$ cat src/rtl/sync_debounce_pkg.sv
// Shared defaults and types for the parametrised input synchronizer/debouncer.
package sync_debounce_pkg;

  localparam int DEF_WIDTH           = 4;
  localparam int DEF_SYNC_STAGES     = 2;
  localparam int DEF_DEBOUNCE_CYCLES = 4;
  localparam int DEF_CNT_W           = 16;

  // Debounce counter at the default width
  typedef logic [DEF_CNT_W-1:0] cnt_t;

endpackage : sync_debounce_pkg

$ cat src/rtl/sync_debounce_channel.sv
// One input channel: synchronizer chain, debounce counter, level and strobe registers.
module debounce_channel
  import sync_debounce_pkg::*;
#(
  parameter int SYNC_STAGES     = DEF_SYNC_STAGES,
  parameter int DEBOUNCE_CYCLES = DEF_DEBOUNCE_CYCLES,
  parameter int CNT_W           = DEF_CNT_W
) (
  input  logic clk,
  input  logic reset,
  input  logic in,
  output logic out,
  output logic rise,
  output logic fall
);

  localparam logic [CNT_W-1:0] CNT_LAST = CNT_W'(DEBOUNCE_CYCLES - 1);

  logic [SYNC_STAGES-1:0] sync_q;
  logic [CNT_W-1:0]       cnt_q;
  logic                   synced;
  logic                   differs;
  logic                   flip;

  assign synced  = sync_q[SYNC_STAGES-1];
  assign differs = (synced != out);
  // The level flips on the edge the counter would otherwise reach DEBOUNCE_CYCLES,
  // so the counter can never saturate or wrap.
  assign flip    = differs && (cnt_q == CNT_LAST);

  always_ff @(posedge clk or negedge reset) begin
    if (!reset) begin
      sync_q <= '0;
      cnt_q  <= '0;
      out    <= 1'b0;
      rise   <= 1'b0;
      fall   <= 1'b0;
    end else begin
      sync_q <= {sync_q[SYNC_STAGES-2:0], in};
      if (!differs || flip) begin
        cnt_q <= '0;
      end else begin
        cnt_q <= cnt_q + CNT_W'(1);
      end
      if (flip) begin
        out <= synced;
      end
      rise <= flip & synced;
      fall <= flip & ~synced;
    end
  end

endmodule : debounce_channel

$ cat src/rtl/sync_debounce.sv
// Parametrised multi-channel synchronizer + debouncer with rise/fall strobes.
module sync_debounce
  import sync_debounce_pkg::*;
#(
  parameter int WIDTH           = DEF_WIDTH,
  parameter int SYNC_STAGES     = DEF_SYNC_STAGES,
  parameter int DEBOUNCE_CYCLES = DEF_DEBOUNCE_CYCLES,
  parameter int CNT_W           = DEF_CNT_W
) (
  input  logic             clk,
  input  logic             reset,
  input  logic [WIDTH-1:0] in,
  output logic [WIDTH-1:0] out,
  output logic [WIDTH-1:0] rise,
  output logic [WIDTH-1:0] fall,
  output logic             changed
);

  if (SYNC_STAGES < 2 || SYNC_STAGES > 4) begin : g_bad_sync
    $error("sync_debounce: SYNC_STAGES=%0d outside 2..4", SYNC_STAGES);
  end
  if (DEBOUNCE_CYCLES < 1 || DEBOUNCE_CYCLES > (2**CNT_W) - 1) begin : g_bad_deb
    $error("sync_debounce: DEBOUNCE_CYCLES=%0d outside 1..2^CNT_W-1", DEBOUNCE_CYCLES);
  end

  for (genvar i = 0; i < WIDTH; i++) begin : g_ch
    debounce_channel #(
      .SYNC_STAGES    (SYNC_STAGES),
      .DEBOUNCE_CYCLES(DEBOUNCE_CYCLES),
      .CNT_W          (CNT_W)
    ) u_ch (
      .clk  (clk),
      .reset(reset),
      .in   (in[i]),
      .out  (out[i]),
      .rise (rise[i]),
      .fall (fall[i])
    );
  end

  assign changed = |(rise | fall);

endmodule : sync_debounce
$ cat config.mk
export PLATFORM = sky130hd
export DESIGN_NAME = sync_debounce
export DESIGN_NICKNAME = d
export VERILOG_FILES = /design/src/rtl/sync_debounce_pkg.sv /design/src/rtl/sync_debounce_channel.sv /design/src/rtl/sync_debounce.sv
export SDC_FILE = /design/constraint.sdc
export NUM_CORES = 1
export LEC_CHECK = 0
export ABC_AREA = 1
export BUFFER_PORTS_ARGS = -buffer_cell sky130_fd_sc_hd__clkbuf_2
export CORE_MARGIN = 10
export CORE_UTILIZATION = 58
export CTS_CLUSTER_DIAMETER = 100
export DETAILED_ROUTE_END_ITERATION = 6
export GPL_ROUTABILITY_DRIVEN = 1
export PLACE_DENSITY = 0.76
export SLEW_MARGIN = 20
export SYNTH_ARGS = -nofsm -noshare
export SYNTH_HDL_FRONTEND = slang
export SYNTH_SLANG_ARGS = --single-unit
$ cat constraint.sdc
create_clock -name clk -period 2.3 [get_ports clk]
set_input_delay 0 -clock clk [delete_from_list [all_inputs] [get_ports clk]]
set_output_delay 0 -clock clk [all_outputs]
set_load 0.02 [all_outputs]
## Yosys cells after proc, flatten, opt, wreduce, memory -nomap -nowiden

Cells that the tools add are included.

| word-level totals | value |
|---|---|
| register bits | 84 |
| input bits | 6 |
| output and inout bits | 13 |

| operators by class | value |
|---|---|
| multiplexer cells | 4 |
| reductions and logical operators | 13 |
| bitwise logic cells | 13 |
| equality and inequality tests | 8 |
| add/sub/neg operators | 4 |

Operators by type and width:

| operator | count |
|---|---|
| adder 16 x 1 -> 16 bit (second input constant) | 4 |
| == test 16 x 2 -> 1 bit (second input constant) | 4 |
| two-way mux 16 bit | 4 |
| bitwise AND 1 bit | 8 |
| logical AND 1 bit | 4 |
| zero test 1 bit | 4 |
| logical OR 1 bit | 4 |
| != test 1 bit | 4 |
| NOT 1 bit | 4 |
| bitwise OR 4 bit | 1 |
| OR reduction 4 bit | 1 |

## Logic depth before layout (Yosys ltp)

| depth | value |
|---|---|
| depth in word-level cells | 4 |
| gate-level depth with buffers | 8 |

## Modules after synthesis

Synthesis repeated with hierarchy kept, for this count alone.

| second synthesis, totals | value |
|---|---|
| cell total of the unflattened synthesis | 564 |
| area total of the unflattened synthesis | 4453.0 µm² |

By module, submodules not included:

| module | cells an instance | area each (µm²) | times used | sequential area each (µm²) |
|---|---|---|---|---|
| debounce_channel at g_ch[0].u_ch ... | 139 | 1113.6 | 3 | 525.5 |
| debounce_channel at g_ch[1].u_ch | 132 | 1056.0 | 1 | 525.5 |
| sync_debounce | 15 | 56.3 | 1 | 0.0 |

## Worst setup path after synthesis

No wires, ideal clock.

| timing path | value |
|---|---|
| path type | flip-flop to flip-flop |
| from | reg g_ch[2].u_ch.cnt_q[0] |
| to | reg g_ch[2].u_ch.cnt_q[5] |
| library setup time | 121 ps |
| path slack | 955 ps |
| stages on the path, launching flop included | 8 |
| data required time | 2179 ps |
| arrival | 1223 ps |
| buffers on the path | 1 |
| period minus slack after synthesis | 1345 ps |
| cell sequence | dfrtp_1 ha_1 nand4_1 nor2_1 nand2_2 nand2_4 buf_6 nor2_1 |

| on the way | value |
|---|---|
| longest elaborated chain between the ends | 4 |
| elaborated cells on any way between the ends | 5 |
| those cells by class | 1 x add/sub; 1 x eq/ne; 1 x mux; 2 x reduce/logical |

RTL lines:

| item | line | text |
|---|---|---|
| start, declared | sync_debounce_channel.sv:20 | `logic [CNT_W-1:0] cnt_q;` |
| start signal, assigned | sync_debounce_channel.sv:43 | `cnt_q <= cnt_q + CNT_W'(1);` |
| branches (longest 3 deep; another with adder 16 x 1 -> 16 bit) | - |  |
| two-way mux 16 bit (*) | sync_debounce_channel.sv:40 | `if (!differs \|\| flip) begin` |

Every way passes the cells marked *.
A chain may end at the register's enable or synchronous reset.

## Worst setup path in the final report

| timing path | value |
|---|---|
| from | reg g_ch[0].u_ch.cnt_q[0] |
| to | reg g_ch[0].u_ch.cnt_q[14] |

| on the way | value |
|---|---|
| longest elaborated chain between the ends | 4 |
| elaborated cells on any way between the ends | 5 |
| those cells by class | 1 x add/sub; 1 x eq/ne; 1 x mux; 2 x reduce/logical |

RTL lines:

| item | line |
|---|---|
| start, declared | sync_debounce_channel.sv:20 |
| start signal, assigned | sync_debounce_channel.sv:43 |
| branches (longest 3 deep; another with adder 16 x 1 -> 16 bit) | - |
| two-way mux 16 bit (*) | sync_debounce_channel.sv:40 |

Marks and branches as above.

==> impl_metrics.env <==
export IMPL_pin_count_of_the_biggest_net_entering_global_routing=50
export IMPL_synth_enable_flop_cells=0
export IMPL_relSlewSlack_pct=69.00
export IMPL_worst_clock_skew_ns=0.01067
export IMPL_ctsHtreeMaxLevel=3
export IMPL_static_leakage_power_uw=0.002233
export IMPL_cp_startpoint="g_ch[0].u_ch.cnt_q[0]"
export IMPL_netlist_top_cells_area="sky130_fd_sc_hd__dfrtp_1 45%, sky130_fd_sc_hd__nand2_1 11%, sky130_fd_sc_hd__nor2_1 10%"
export IMPL_groute_usage_overall_pct=16.89
export IMPL_syn_mean_instance_area_um2=7.630
export IMPL_areaGrowthSynthToFinish_pct=8.495
export IMPL_first_pass_iters=4
export IMPL_insertion_delay_ns=0.37
export IMPL_internal_power_component_uw=2535
export IMPL_final_antenna_net_count=0
export IMPL_gpl_wtd_cong=0.9329
export IMPL_slew_viol_final=0
export IMPL_seq_power_share_pct=46.1
export IMPL_cts_num_sinks=84
export IMPL_netlist_instances=610
export IMPL_grt_overflow=0
export IMPL_maxCapViolations=0
export IMPL_deepest_clock_path_buffer_count=2
export IMPL_grt_antenna_before_repair=0
export IMPL_clockPowerShare_pct=34.0
export IMPL_ys_dominant_reg_cell="sky130_fd_sc_hd__dfrtp_1"
export IMPL_arrival_time_of_the_worst_setup_path_ns=1.84
export IMPL_hp_class="in -> async"
export IMPL_drc=0
export IMPL_design_die_area_um2=12010
export IMPL_post_synth_top_area_cell="sky130_fd_sc_hd__dfrtp_1"
export IMPL_hpwl_mm=6.985
export IMPL_floorplan_core_area_um2=7767
export IMPL_final_setup_viol_count=0
export IMPL_cts_setup_buffers=0
export IMPL_first_global_vias=3693
export IMPL_cts_tree="yes"
export IMPL_viasPerCell=5.239
export IMPL_synth_most_common_cell="sky130_fd_sc_hd__nand2_1"
export IMPL_setup_repair_after_global_routing_missed_its_margin="false"
export IMPL_routed_wirelength_mm=9.271
export IMPL_boundaryPins=19
export IMPL_die_w_um=109.6
export IMPL_drt_first_iter_violations=116
export IMPL_comb_power_share_pct=19.8
export IMPL_netlist_top_cells_count="139 x sky130_fd_sc_hd__nand2_1, 128 x sky130_fd_sc_hd__nor2_1, 84 x sky130_fd_sc_hd__dfrtp_1, 68 x sky130_fd_sc_hd__inv_1, 36 x sky130_fd_sc_hd__nand3_1"
export IMPL_vdd_ir_drop_worst_mv=0.4555
export IMPL_timing_final_crit_share_pct=66.92
export IMPL_grt_pass1_wl_mm=16.46
export IMPL_setup_worst_path_start_class="register"
export IMPL_timing_setup_tns_ns=0
export IMPL_cts_repair_resize_count=0
export IMPL_ctsRootBufferMaster="sky130_fd_sc_hd__clkbuf_8"
export IMPL_postSynth_asyncResetShare_pct=100.0
export IMPL_starting_density_of_the_core_pct=59.92
export IMPL_worst_pin_slew_ns=0.4650
export IMPL_die_h_um=109.6
export IMPL_timing_fmax_mhz=649.7
export IMPL_syn_num_nets=620
export IMPL_ys_ff_latch=84
export IMPL_hold_viol_final=0
export IMPL_power_density_nw_per_um2=732.8
export IMPL_period_needed_ns=1.539
export IMPL_share_of_the_yosys_chip_area_belonging_to_registers_pct=45.16
export IMPL_timing_critical_path_to_type="register"
export IMPL_synth_cell_types=24
export IMPL_layout_drive_gt1_share_pct=12.62
export IMPL_routed_via_count=3856
export IMPL_synth_yosys_warnings=0
export IMPL_ws_path_type="reg -> reg"
export IMPL_netlist_area_um2=4654
export IMPL_diodes=0
export IMPL_cts_buffers=9
export IMPL_wire_per_inst_um=12.60
export IMPL_p_sw_uw=1166
export IMPL_path_clk_slew_ns=0.08
export IMPL_crit_required_ns=2.60
export IMPL_synth_top_area_share_pct=45.16
export IMPL_status="complete, no violations"
export IMPL_num_nets_final=639
export IMPL_worst_r2r_startpoint="g_ch[0].u_ch.cnt_q[0]"
export IMPL_fin_util_pct=65.01
export IMPL_worst_path_max_fanout=5
export IMPL_switching_share_pct=31.51
export IMPL_port_buffer_count=18
export IMPL_core_rowCount=32
==> cells in the final DEF (no fill, tap or decap), types with 7 or more instances in the layout <==
cell	Yosys	final
sky130_fd_sc_hd__o21ai_1	8	8
sky130_fd_sc_hd__nand4_1	33	33
sky130_fd_sc_hd__xor2_1	22	22
sky130_fd_sc_hd__clkbuf_2	0	17
sky130_fd_sc_hd__dfrtp_1	84	84
sky130_fd_sc_hd__nand2_2	11	11
sky130_fd_sc_hd__clkbuf_8	0	9
sky130_fd_sc_hd__nor2_1	128	128
sky130_fd_sc_hd__nor3_1	7	7
sky130_fd_sc_hd__nand3_1	36	36
sky130_fd_sc_hd__inv_1	68	68
sky130_fd_sc_hd__nor2_2	23	23
sky130_fd_sc_hd__nand2_1	139	139
==> kinds of logic after synthesis <==
kind of cell / after synthesis / synth area share, %
flip-flops: 84 / 45.16
AO/OA/AOI/OAI: 19 / 2.312
adder cells (fa/ha/maj): 4 / 1.075
buffers and inverters: 85 / 8.468
XOR/XNOR: 27 / 5.080
AND/OR/NAND/NOR: 391 / 37.90
==> what timing repair did <==
item	4_1_cts	5_1_grt
hold buffers	5	0
setup endpoints to repair	0	0
hold endpoints to repair	51	0
==> power by group through the flow <==
stage | Clock [uW] | Combinational, uW | Sequential [uW]
5_1_grt | 1330 | 837 | 1730
3_3_place_gp | 0 | 720 | 1730
6_report | 1260 | 734 | 1710
3_5_place_dp | 0 | 739 | 1740
4_1_cts | 1290 | 749 | 1710
2_1_floorplan | 0 | 666 | 1710
==> worst paths after layout <==
path                            slack, ns  cells past startpoint                      to
worst max-delay path                 0.76                      7  g_ch[0].u_ch.cnt_q[14]
worst min-delay path                 0.13                      2   g_ch[2].u_ch.cnt_q[5]
max in group asynchronous            1.56                      3        g_ch[3].u_ch.out
worst max register to register       0.76                      7  g_ch[0].u_ch.cnt_q[14]
worst min register to register       0.35                      0  g_ch[2].u_ch.sync_q[1]
min in group clk                     0.27                      2  g_ch[3].u_ch.sync_q[0]
==> registers in the layout, indices dropped and copies added, names as in the netlist <==
| name | cells |
|---|---|
| g_ch.u_ch.sync_q | 8 |
| g_ch.u_ch.out | 4 |
| g_ch.u_ch.fall | 4 |
| g_ch.u_ch.rise | 4 |
| g_ch.u_ch.cnt_q | 64 |
==> cell type report <==
type                    count  area (um^2)
flip-flops and latches     84         2102
multi-input cells         441         2158
repair buffers             24        162.7
clock inverters             6        112.6
inverters                  69        259.0
well taps                 102        127.6
clock buffers              10        127.6
fillers                   674         2718
==> metrics by stage <==
step	std cells	power [uW]	hold WS [ns]	setup WS, ns	instance area, um^2
2_1_floorplan	610	2374	-0.2956	0.9555	4654
3_3_place_gp	715	2454	-0.01721	0.8240	4760
3_5_place_dp	715	2478	-0.01357	0.7878	4760
4_1_cts	736	3746	0.1302	0.7760	5050
5_1_grt	736	3900	0.1758	0.6599	5050
6_report	736	3701	0.1251	0.7609	5050
==> critical path, cell delays in order, from the launching register on <==
cell and delay, ns:
sky130_fd_sc_hd__dfrtp_1 0.42, sky130_fd_sc_hd__ha_1 0.31, sky130_fd_sc_hd__nand3_2 0.17, sky130_fd_sc_hd__nor2_1 0.24, sky130_fd_sc_hd__nand3_1 0.12, sky130_fd_sc_hd__nand2_1 0.08
sky130_fd_sc_hd__nand2_1 0.05, sky130_fd_sc_hd__nor2_2 0.09
==> routing by layer <==
layer / vias to the layer above / part of all wire (%) / track usage [%]
met5: - / 0 / 0
met4: 0 / 1.7 / 6.041
li1: 1953 / - / -
met2: 71 / 48 / 28.02
met1: 1811 / 46 / 21.01
met3: 21 / 5.0 / 4.096
(Power assumes the default switching activity.)
